[config.mk]
export PLATFORM = sky130hd
export DESIGN_NAME = cmul_add_seq
export DESIGN_NICKNAME = d
export VERILOG_FILES = /design/src/rtl/cmul_add_seq.sv
export SDC_FILE = /design/constraint.sdc
export NUM_CORES = 1
export LEC_CHECK = 0
export BUFFER_PORTS_ARGS = -buffer_cell sky130_fd_sc_hd__buf_2
export CORE_MARGIN = 8
export CORE_UTILIZATION = 45
export CTS_CLUSTER_DIAMETER = 60
export CTS_CLUSTER_SIZE = 40
export DETAILED_ROUTE_END_ITERATION = 10
export PLACE_DENSITY = 0.72
export SYNTH_ARGS = -nofsm -noshare
export SYNTH_HDL_FRONTEND = slang
export SYNTH_SLANG_ARGS = --single-unit
[constraint.sdc]
create_clock -name clk -period 2.3 [get_ports clk]
set_clock_uncertainty 0.15 [all_clocks]
set_input_delay 0.345 -clock clk [delete_from_list [all_inputs] [get_ports clk]]
set_output_delay 0.345 -clock clk [all_outputs]
set_load 0.05 [all_outputs]
[src/rtl/cmul_add_seq.sv]
// Sequential complex-multiply combine stage: folds four partial products into re/im
// over two cycles using one external shared W-bit adder, with valid/ready handshakes.
module cmul_add_seq #(
  parameter int W = 16
) (
  input  logic         clk,
  input  logic         rst,
  input  logic         in_valid,
  output logic         in_ready,
  input  logic [W-1:0] ac,
  input  logic [W-1:0] bd,
  input  logic [W-1:0] ad,
  input  logic [W-1:0] bc,
  input  logic         op,
  output logic         out_valid,
  input  logic         out_ready,
  output logic [W-1:0] re,
  output logic [W-1:0] im,
  output logic         ovf_re,
  output logic         ovf_im,
  output logic [W-1:0] add_a,
  output logic [W-1:0] add_b,
  output logic         add_cin,
  input  logic [W-1:0] add_s,
  input  logic         add_cout
);

  typedef enum logic [1:0] {IDLE, RE, IM, DONE} state_t;

  state_t       state_q, state_d;
  logic [W-1:0] ac_q, ac_d, bd_q, bd_d, ad_q, ad_d, bc_q, bc_d;
  logic         op_q, op_d;
  logic [W-1:0] re_q, re_d, im_q, im_d;
  logic         ovf_re_q, ovf_re_d, ovf_im_q, ovf_im_d;

  logic [W-1:0] opnd_x, opnd_y;
  logic         is_sub;
  logic         ovf;
  logic         unused_add_cout;

  assign unused_add_cout = add_cout;

  // Adder steering; opnd_x/opnd_y are the true operands before any inversion.
  always_comb begin
    add_a   = '0;
    add_b   = '0;
    add_cin = 1'b0;
    opnd_x  = '0;
    opnd_y  = '0;
    is_sub  = 1'b0;
    case (state_q)
      RE: begin
        opnd_x  = ac_q;
        opnd_y  = bd_q;
        is_sub  = !op_q;
        add_a   = ac_q;
        add_b   = op_q ? bd_q : ~bd_q;
        add_cin = !op_q;
      end
      IM: begin
        opnd_x  = op_q ? bc_q : ad_q;
        opnd_y  = op_q ? ad_q : bc_q;
        is_sub  = op_q;
        add_a   = opnd_x;
        add_b   = op_q ? ~ad_q : bc_q;
        add_cin = op_q;
      end
      default: ;
    endcase
  end

  assign ovf = is_sub
             ? ((opnd_x[W-1] != opnd_y[W-1]) && (add_s[W-1] != opnd_x[W-1]))
             : ((opnd_x[W-1] == opnd_y[W-1]) && (add_s[W-1] != opnd_x[W-1]));

  assign in_ready = (state_q == IDLE) && !rst;

  always_comb begin
    state_d  = state_q;
    ac_d     = ac_q;
    bd_d     = bd_q;
    ad_d     = ad_q;
    bc_d     = bc_q;
    op_d     = op_q;
    re_d     = re_q;
    im_d     = im_q;
    ovf_re_d = ovf_re_q;
    ovf_im_d = ovf_im_q;
    case (state_q)
      IDLE: begin
        if (in_valid && in_ready) begin
          ac_d    = ac;
          bd_d    = bd;
          ad_d    = ad;
          bc_d    = bc;
          op_d    = op;
          state_d = RE;
        end
      end
      RE: begin
        re_d     = add_s;
        ovf_re_d = ovf;
        state_d  = IM;
      end
      IM: begin
        im_d     = add_s;
        ovf_im_d = ovf;
        state_d  = DONE;
      end
      DONE: begin
        if (out_ready) state_d = IDLE;
      end
      default: state_d = IDLE;
    endcase
  end

  always_ff @(posedge clk) begin
    if (rst) begin
      state_q  <= IDLE;
      ac_q     <= '0;
      bd_q     <= '0;
      ad_q     <= '0;
      bc_q     <= '0;
      op_q     <= 1'b0;
      re_q     <= '0;
      im_q     <= '0;
      ovf_re_q <= 1'b0;
      ovf_im_q <= 1'b0;
    end else begin
      state_q  <= state_d;
      ac_q     <= ac_d;
      bd_q     <= bd_d;
      ad_q     <= ad_d;
      bc_q     <= bc_d;
      op_q     <= op_d;
      re_q     <= re_d;
      im_q     <= im_d;
      ovf_re_q <= ovf_re_d;
      ovf_im_q <= ovf_im_d;
    end
  end

  assign out_valid = (state_q == DONE);
  assign re        = re_q;
  assign im        = im_q;
  assign ovf_re    = ovf_re_q;
  assign ovf_im    = ovf_im_q;

endmodule
==> results of run 1 <==
-- layout make-up --
class	count	area, um^2	share of cell area
clock buffers	9	124	0.0173
clock inverters	7	82.6	0.0115
inverters	4	22.5	0.00314
multi-input cells	433	2900	0.404
flip-flops and latches	101	2030	0.283
well taps	140	175	0.0244
repair buffers	233	1840	0.257
-- cells in the final DEF, fill, tap and decap left out, types with 12 or more instances in the layout --
| cell | n |
|---|---|
| buf_6 | 20 |
| a22oi_2 | 13 |
| a21boi_2 | 12 |
| dlygate4sd3_1 | 49 |
| nor2b_2 | 16 |
| buf_2 | 120 |
| nand2_1 | 164 |
| dfxtp_1 | 98 |
| nor2_1 | 36 |
| buf_4 | 30 |
| o211ai_1 | 16 |
| mux2i_1 | 34 |
| nand3b_1 | 67 |
| mux2_2 | 15 |
| xnor2_1 | 16 |
-- cell families (layout without fill, tap and decap cells) --
kind of cell             after synthesis  after routing  synth area share
XOR/XNOR                              16             16            0.0283
buffers and inverters                 54            253            0.0578
adder cells (fa/ha/maj)                6              6            0.0151
AND/OR/NAND/NOR                      294            294             0.287
multiplexers                          49             49             0.103
flip-flops                           101            101             0.408
AO/OA/AOI/OAI                         68             68             0.101
-- sequential cells by signal, summed over array words and instances, names as in the netlist --
name     flops
ac_q        16
ad_q        16
bc_q        16
bd_q        16
im          16
op_q         1
ovf_im       1
ovf_re       1
re          16
state_q      2
-- routing by layer --
layer / track usage / wire length [um] / vias to the layer above
met4: 0.0804 / 393 / 0
met5: 0 / 0 / -
li1: - / - / 2348
met1: 0.261 / 6820 / 2236
met3: 0.0670 / 1290 / 30
met2: 0.349 / 7660 / 191
-- power groups by stage --
stage	clock network, mW	logic, mW	registers, mW
finish	1.19	4.35	2.46
global route	1.29	4.61	2.50
CTS	1.22	3.94	2.43
detailed placement	0	3.57	2.44
global placement	0	3.50	2.42
floorplan	0	2.29	2.81
-- critical path, cell delays in order (launching register included) --
cell and delay (ps):
dfxtp_4 430, bufbuf_16 310, xnor2_1 150, nand2_1 130, a21boi_4 180, buf_6 170
-- what timing repair did --
item | in CTS | in global routing
setup buffers | 4 | 8
hold endpoints to repair | 49 | 0
setup endpoints to repair | 33 | 31
hold buffers | 49 | 0
cloned | 2 | 2
gates resized for setup | 58 | 44
pin swaps | 2 | 4
-- worst paths after layout --
| check | startpoint | to | slack, ps | depth (start not counted) |
|---|---|---|---|---|
| hold / removal | bc[0] | bc_q[0]$_SDFFE_PP0P_ | 10 | 3 |
| setup / recovery | op_q$_SDFFE_PP0P_ | add_b[6] | 30 | 5 |
| hold reg to reg | ac_q[3]$_SDFFE_PP0P_ | ac_q[3]$_SDFFE_PP0P_ | 340 | 2 |
| setup reg to reg | state_q[0]$_SDFFE_PP0P_ | ac_q[9]$_SDFFE_PP0P_ | 380 | 7 |
==> impl_metrics.json, run 1 <==
{
  "synth_register_bits": 101,
  "global_route_wire_length_before_repair_mm": 25.6,
  "drt.antenna.violating_nets": 0,
  "number_of_fill_cells_in_the_layout": 839,
  "worst_slack_ps": 32.0,
  "final-max-slew-violation-count": 0,
  "synth_enable_flop_cells": 0,
  "yosysTopAreaCell": "dfxtp_1",
  "drt_pass1_iterations": 4,
  "port_buffers": 153,
  "period_needed_ps": 2270,
  "fin_total_pwr_mw": 8.00,
  "synthTopCellsByArea": "dfxtp_1 41%, nand2_1 12%, nand3b_1 10%, mux2i_1 6.9%, mux2_2 3.4%",
  "yosysWarningCount": 0,
  "mappedNetlistArea_um2": 4960,
  "io-pin-count": 155,
  "finalHoldWorstSlack_ps": 14.1,
  "share_clk_of_total_power": 0.149,
  "status": "complete, no violations",
  "post-dp-hpwl_mm": 10.6,
  "cts-htree-levels": 3,
  "synth_async_sr_flop_share": 0,
  "setup_viol": 0,
  "power.share.sequential": 0.307,
  "synth.top_cells.by_count": "164 x nand2_1, 101 x dfxtp_1, 67 x nand3b_1",
  "critPathMaxFanout": 19,
  "power.share.switching": 0.440,
  "max_cap_viol_count": 0,
  "clock-sinks": 101,
  "grt_remaining_overflow": 0,
  "hold_class": "input port to flip-flop",
  "grt_use_total": 0.215,
  "maximum_number_of_pins_on_one_net_before_global_route_repair": 61,
  "die_area_um2": 14600,
  "synth.lib_cells_used.distinct": 36,
  "fp.coreArea_um2": 10800,
  "cellPowerDensity_nw_per_um2": 1110,
  "start_util": 0.459,
  "worstPathRequired_ps": 1800,
  "hold_viol_final": 0,
  "vias_in_the_first_global_route": 5039,
  "ctsLongestPathBuffers": 2,
  "route.vias.total": 4805,
  "synthMostInstantiatedCell": "nand2_1",
  "startpoint_type": "flip-flop",
  "switching_power_mw": 3.52,
  "final.period_utilization": 0.986,
  "critPathArrivalTime_ps": 1770,
  "antennaDiodeCount": 0,
  "final_util": 0.665,
  "cts-buffers-inserted": 9,
  "yosysSeqAreaShare": 0.408,
  "ys.flop_type": "dfxtp_1",
  "dpl.cell_count": 846,
  "max_slew.worst_pin.slew_ps": 488,
  "post_layout_nonfiller_instances": 927,
  "route.final.wire_length_mm": 16.2,
  "syn_nets": 680,
  "pre_cts_ws_ps": 113,
  "clock_transition_at_the_register_clock_pins_on_the_worst_setup_and_hold_paths_after_cts_ps": 100,
  "dp_area_um2": 5900,
  "synth_top_area_frac": 0.408,
  "die_width_um": 121,
  "clock_tree_from_tritoncts": "yes",
  "internal_power_mw": 4.48,
  "post_drt_via_cell_ratio": 5.18,
  "fin_nets": 874,
  "drc_errors": 0,
  "floorplan.rows": 38,
  "layout_area_overhead_pct": 44.8,
  "critPathKind": "flip-flop to output port",
  "tns_ps": 0,
  "number_of_cells_produced_by_synthesis": 588,
  "comb_power_share": 0.544,
  "clk-insertion-delay-late_ps": 380,
  "drt-initial-drc-count": 378,
  "synthesis.area_per_instance_um2": 8.43,
  "chipHeight_um": 121,
  "drt-wirelength-per-cell_um": 17.4,
  "power_leakage_nw": 3.16,
  "fin_area_um2": 7180,
  "gp_routability_congestion": 0.839,
  "max-vdd-ir-drop_uv": 840,
  "cell_chosen_for_the_clock_root": "clkbuf_8",
  "slew-limit-headroom": 0.675,
  "final_layout_size_suffix_gt1_frac": 0.348,
  "antenna_found_initial": 0,
  "max_freq_ghz": 0.441,
  "cp-end-kind": "output port"
}
(Power assumes the default switching activity.)
==> inputs of run 2 (changes only) <==
==> constraint.sdc (replaced) <==
create_clock -name clk -period 2.3 [get_ports clk]
set_clock_uncertainty 0.15 [all_clocks]
set_input_delay 0.69 -clock clk [delete_from_list [all_inputs] [get_ports clk]]
set_output_delay 0.69 -clock clk [all_outputs]
set_load 0.05 [all_outputs]
==> impl_metrics.json, run 2 (synthesized netlist as in run 1, its figures left out) <==
{
  "switching_power_mw": 3.67,
  "route.final.wire_length_mm": 15.6,
  "cell_chosen_for_the_clock_root": "clkbuf_8",
  "crit_slowest_cell": "dfxtp_4",
  "ctsLongestPathBuffers": 2,
  "cp.buffers_inverters": 3,
  "clock_transition_at_the_register_clock_pins_on_the_worst_setup_and_hold_paths_after_cts_ps": 100,
  "gp_routability_congestion": 0.865,
  "slew-limit-headroom": 0.535,
  "max_freq_ghz": 0.387,
  "cts-buffers-inserted": 9,
  "worst_hold_endpoint": "bc_q[5]$_SDFFE_PP0P_",
  "drt_pass1_iterations": 5,
  "hold_class": "input port to flip-flop",
  "final.period_utilization": 1.12,
  "post_drt_via_cell_ratio": 5.32,
  "final_layout_size_suffix_gt1_frac": 0.393,
  "internal_power_mw": 4.82,
  "startpoint_type": "flip-flop",
  "drt-initial-drc-count": 278,
  "cellPowerDensity_nw_per_um2": 1190,
  "worst-r2r-cell-count": 8,
  "worst_r2r_endpoint": "ovf_im$_SDFFE_PP0N_",
  "final-max-slew-violation-count": 0,
  "antennaDiodeCount": 0,
  "maximum_number_of_pins_on_one_net_before_global_route_repair": 80,
  "min-delay-start": "bc[5]",
  "io-pin-count": 155,
  "die_width_um": 121,
  "floorplan.rows": 38,
  "register_area_um2": 2030,
  "fin_area_um2": 7110,
  "clock_tree_from_tritoncts": "yes",
  "die_area_um2": 14600,
  "clock-sinks": 101,
  "clk-insertion-delay-late_ps": 390,
  "period_needed_ps": 2580,
  "port_buffers": 153,
  "comb_power_share": 0.586,
  "power_leakage_nw": 3.12,
  "post-dp-hpwl_mm": 10.3,
  "drt.antenna.violating_nets": 0,
  "cts-htree-levels": 3,
  "path_cells": "buf_12 > clkbuf_16 > xnor2_1 > nand2_1 > a21boi_4 > buf_6",
  "ctsHoldBuffers": 0,
  "mostFrequentLayoutCell": "nand2_1",
  "cp-end-kind": "output port",
  "worst_slack_ps": -284,
  "tns_ps": -7880,
  "grt_use_total": 0.201,
  "critical_path.reg2reg.startpoint": "state_q[0]$_SDFFE_PP0P_",
  "area_of_combinational_cells_with_multiple_inputs_um2": 3100,
  "max-vdd-ir-drop_uv": 739,
  "crit_family": "buffers and inverters",
  "post_layout_nonfiller_instances": 889,
  "grt_remaining_overflow": 0,
  "dp_area_um2": 6110,
  "max_cap_viol_count": 0,
  "setup_viol": 33,
  "max_slew.worst_pin.slew_ps": 698,
  "drc_errors": 0,
  "grt_setup_unrepaired": "yes",
  "layout_area_overhead_pct": 43.5,
  "power.share.switching": 0.432,
  "fp.coreArea_um2": 10800,
  "antenna_found_initial": 0,
  "finalHoldWorstSlack_ps": 331,
  "number_of_fill_cells_in_the_layout": 865,
  "share_clk_of_total_power": 0.126,
  "dpl.cell_count": 854,
  "final_cell_mix": "162 x nand2_1, 119 x buf_2, 98 x dfxtp_1",
  "vias_in_the_first_global_route": 4651,
  "final_util": 0.659,
  "global_route_wire_length_before_repair_mm": 23.6,
  "reg2reg_slack_ps": 290,
  "power.share.sequential": 0.288,
  "failed_checks": "setup timing",
  "chipHeight_um": 121,
  "drt-wirelength-per-cell_um": 17.6,
  "route.vias.total": 4728,
  "hold_path_depth": 3,
  "hold_viol_final": 0,
  "critPathArrivalTime_ps": 1740,
  "fin_nets": 836,
  "status": "complete, but fails checks",
  "critPathMaxStageDelay_ps": 400,
  "worstPathRequired_ps": 1460,
  "critPathKind": "flip-flop to output port",
  "start_util": 0.459,
  "critPathMaxFanout": 8
}
[run 2: cell types whose count changed in the layout (fill, tap and decap cells not counted), moves of 4 or more]
cell,previous run,this run
a21boi_2,12,1
buf_4,30,20
dlygate4sd3_1,49,0
mux2_2,15,6
mux2_4,0,9
a21boi_4,3,14
nor2b_2,16,10
nor2b_4,0,6
buf_6,20,33
clkbuf_16,2,6
[run 2: metrics by stage]
step / power (mW) / setup WS [ps]
6_report: 8.49 / -284
3_3_place_gp: 6.22 / -23.2
4_1_cts: 7.95 / -288
2_1_floorplan: 5.31 / -105
5_1_grt: 8.89 / -343
3_5_place_dp: 6.32 / -104
[run 2: worst max path at each step]
stage                                  startpoint        end  slack [ps]  cells after the start
after floorplan           state_q[0]$_SDFFE_PP0P_  add_a[10]        -100                      5
after global placement    state_q[1]$_SDFFE_PP0P_   add_a[4]         -20                      5
after detailed placement  state_q[1]$_SDFFE_PP0P_   add_a[5]        -100                      5
after CTS                 state_q[0]$_SDFFE_PP0P_   add_b[7]        -290                      6
after global routing            op_q$_SDFFE_PP0P_   add_b[0]        -340                      6
final                           op_q$_SDFFE_PP0P_   add_b[0]        -280                      6
[run 2: cell type report]
| cell class | instances | area share |
|---|---|---|
| Timing Repair Buffer | 195 | 0.225 |
| Sequential cell | 101 | 0.286 |
| Clock inverter | 5 | 0.00457 |
| Multi-Input combinational cell | 433 | 0.436 |
| Tap cell | 140 | 0.0246 |
| Clock buffer | 11 | 0.0199 |
| Inverter | 4 | 0.00387 |
[run 2: tightest hold or removal path: stages]
cell     delay [ps]
buf_2            70
nand2_1          40
nand2_1          40
[run 2: timing repair]
item | in CTS | in global routing
setup endpoints to repair | 34 | 33
pin swaps | 8 | 14
gates cloned | 2 | 7
buffers inserted | 2 | 8
gates resized for setup | 113 | 27
[run 2: power groups by stage]
| stage | Combinational, mW | Sequential, mW | Clock (mW) |
|---|---|---|---|
| floorplan | 2.50 | 2.81 | 0 |
| global placement | 3.82 | 2.40 | 0 |
| detailed placement | 3.89 | 2.43 | 0 |
| CTS | 4.44 | 2.43 | 1.09 |
| global route | 5.24 | 2.49 | 1.15 |
| finish | 4.97 | 2.44 | 1.07 |
[run 2: layer usage]
metal  up-vias  GRT usage  part of all wire
met5         -          0                 0
met4         0     0.0796             0.018
met3        21     0.0619             0.073
met2       145      0.341              0.50
met1      2285      0.231              0.41
li1       2277          -                 -
==> inputs of run 3 (changes only) <==
Settings changed: CTS_BUF_LIST set to sky130_fd_sc_hd__clkbuf_8 sky130_fd_sc_hd__clkbuf_16.
==> impl_metrics.json, run 3 (synthesized netlist as in run 1, its figures left out) <==
{
  "max_cap_viol_count": 0,
  "drt_pass1_iterations": 5,
  "critical_path.reg2reg.startpoint": "state_q[0]$_SDFFE_PP0P_",
  "drt-initial-drc-count": 278,
  "start_util": 0.459,
  "fin_nets": 836,
  "worst_r2r_endpoint": "ovf_im$_SDFFE_PP0N_",
  "status": "complete, but fails checks",
  "cell_chosen_for_the_clock_root": "clkbuf_8",
  "internal_power_mw": 4.81,
  "final_util": 0.659,
  "drc_errors": 0,
  "max_freq_ghz": 0.387,
  "mostFrequentLayoutCell": "nand2_1",
  "cellPowerDensity_nw_per_um2": 1190,
  "antennaDiodeCount": 0,
  "comb_power_share": 0.586,
  "fp.coreArea_um2": 10800,
  "post_drt_via_cell_ratio": 5.32,
  "port_buffers": 153,
  "dp_area_um2": 6110,
  "final_layout_size_suffix_gt1_frac": 0.393,
  "setup_viol": 33,
  "critPathMaxStageDelay_ps": 400,
  "io-pin-count": 155,
  "layout_area_overhead_pct": 43.5,
  "hold_viol_final": 0,
  "power.share.switching": 0.432,
  "maximum_number_of_pins_on_one_net_before_global_route_repair": 80,
  "reg2reg_slack_ps": 290,
  "power.share.sequential": 0.288,
  "final-max-slew-violation-count": 0,
  "critPathMaxFanout": 8,
  "grt_use_total": 0.201,
  "clock_tree_from_tritoncts": "yes",
  "startpoint_type": "flip-flop",
  "route.final.wire_length_mm": 15.6,
  "slew-limit-headroom": 0.533,
  "max_slew.worst_pin.slew_ps": 701,
  "critPathKind": "flip-flop to output port",
  "max-vdd-ir-drop_uv": 738,
  "power_leakage_nw": 3.13,
  "die_width_um": 121,
  "worstPathRequired_ps": 1460,
  "floorplan.rows": 38,
  "grt_remaining_overflow": 0,
  "global_route_wire_length_before_repair_mm": 23.6,
  "clock_transition_at_the_register_clock_pins_on_the_worst_setup_and_hold_paths_after_cts_ps": 100,
  "final.period_utilization": 1.12,
  "route.vias.total": 4726,
  "clock-sinks": 101,
  "ctsLongestPathBuffers": 2,
  "pre_cts_ws_ps": -104,
  "grt_setup_unrepaired": "yes",
  "number_of_fill_cells_in_the_layout": 865,
  "fin_area_um2": 7110,
  "crit_slowest_cell": "dfxtp_4",
  "hold_class": "input port to flip-flop",
  "worst-r2r-cell-count": 8,
  "final_cell_mix": "162 x nand2_1, 119 x buf_2, 98 x dfxtp_1",
  "gp_routability_congestion": 0.865,
  "share_clk_of_total_power": 0.126,
  "cp-end-kind": "output port",
  "drt.antenna.violating_nets": 0,
  "drt-wirelength-per-cell_um": 17.6,
  "critical_path.startpoint": "op_q$_SDFFE_PP0P_",
  "cts-htree-levels": 3,
  "cts-buffers-inserted": 9,
  "worstSetupEndpoint": "add_b[0]",
  "switching_power_mw": 3.67,
  "antenna_found_initial": 0,
  "die_area_um2": 14600,
  "period_needed_ps": 2580,
  "clk-insertion-delay-late_ps": 390,
  "failed_checks": "setup timing",
  "chipHeight_um": 121,
  "critPathArrivalTime_ps": 1740,
  "post-dp-hpwl_mm": 10.3,
  "vias_in_the_first_global_route": 4651,
  "tns_ps": -7870,
  "path_cells": "buf_12 > clkbuf_16 > xnor2_1 > nand2_1 > a21boi_4 > buf_6",
  "worst_slack_ps": -283
}
[run 3: cell count changes in the layout (fill, tap and decap cells not counted)]
cell and change:
inv_1 +1, clkbuf_1 -1
[run 3: power groups by stage]
stage / logic (mW) / clock network [mW] / registers [mW]
6_report: 4.97 / 1.07 / 2.44
5_1_grt: 5.24 / 1.15 / 2.49
4_1_cts: 4.44 / 1.09 / 2.43
3_5_place_dp: 3.89 / 0 / 2.43
3_3_place_gp: 3.82 / 0 / 2.40
2_1_floorplan: 2.50 / 0 / 2.81
[run 3: worst min path at each step]
stage / cells after the start / start / to / slack (ps)
2_1_floorplan: 2 / ac_q[10]$_SDFFE_PP0P_ / ac_q[10]$_SDFFE_PP0P_ / 300
3_3_place_gp: 2 / ac_q[12]$_SDFFE_PP0P_ / ac_q[12]$_SDFFE_PP0P_ / 310
3_5_place_dp: 2 / ac_q[9]$_SDFFE_PP0P_ / ac_q[9]$_SDFFE_PP0P_ / 320
4_1_cts: 3 / bc[5] / bc_q[5]$_SDFFE_PP0P_ / 320
5_1_grt: 3 / ac[1] / ac_q[1]$_SDFFE_PP0P_ / 320
6_report: 3 / bc[5] / bc_q[5]$_SDFFE_PP0P_ / 330
[run 3: area by class of cell]
cell class	instances	area, um^2	area share
Sequential cell	101	2030	0.286
Clock inverter	6	36.3	0.00510
Tap cell	140	175	0.0246
Timing Repair Buffer	195	1600	0.225
Inverter	4	27.5	0.00387
Multi-Input combinational cell	433	3100	0.436
Clock buffer	10	138	0.0194
[run 3: through the flow]
stage                     hold WS (ps)  std cells  power [mW]
final                              331        889        8.48
after global routing               324        889        8.88
after CTS                          319        874        7.95
after detailed placement           319        854        6.32
after global placement             313        854        6.22
after floorplan                    300        588        5.31
[run 3: per-layer routing]
layer,track usage,wire length [um]
met1,0.231,6420
met2,0.341,7760
met3,0.0619,1140
met4,0.0796,284
met5,0,0
[run 3: what timing repair did]
item | 4_1_cts | 5_1_grt
resized for setup | 113 | 27
gates cloned | 2 | 7
hold buffers | 0 | 0
endpoints found under the setup margin | 34 | 33
buffers inserted | 2 | 8
pin swaps | 8 | 14
[run 3: worst max-delay path, delay by kind of cell (launching register included)]
kind | cells | cell delay [ps]
buf+inv | 3 | 490
xor+xnor | 1 | 180
compound gates | 1 | 160
flops | 1 | 400
simple gates | 1 | 120
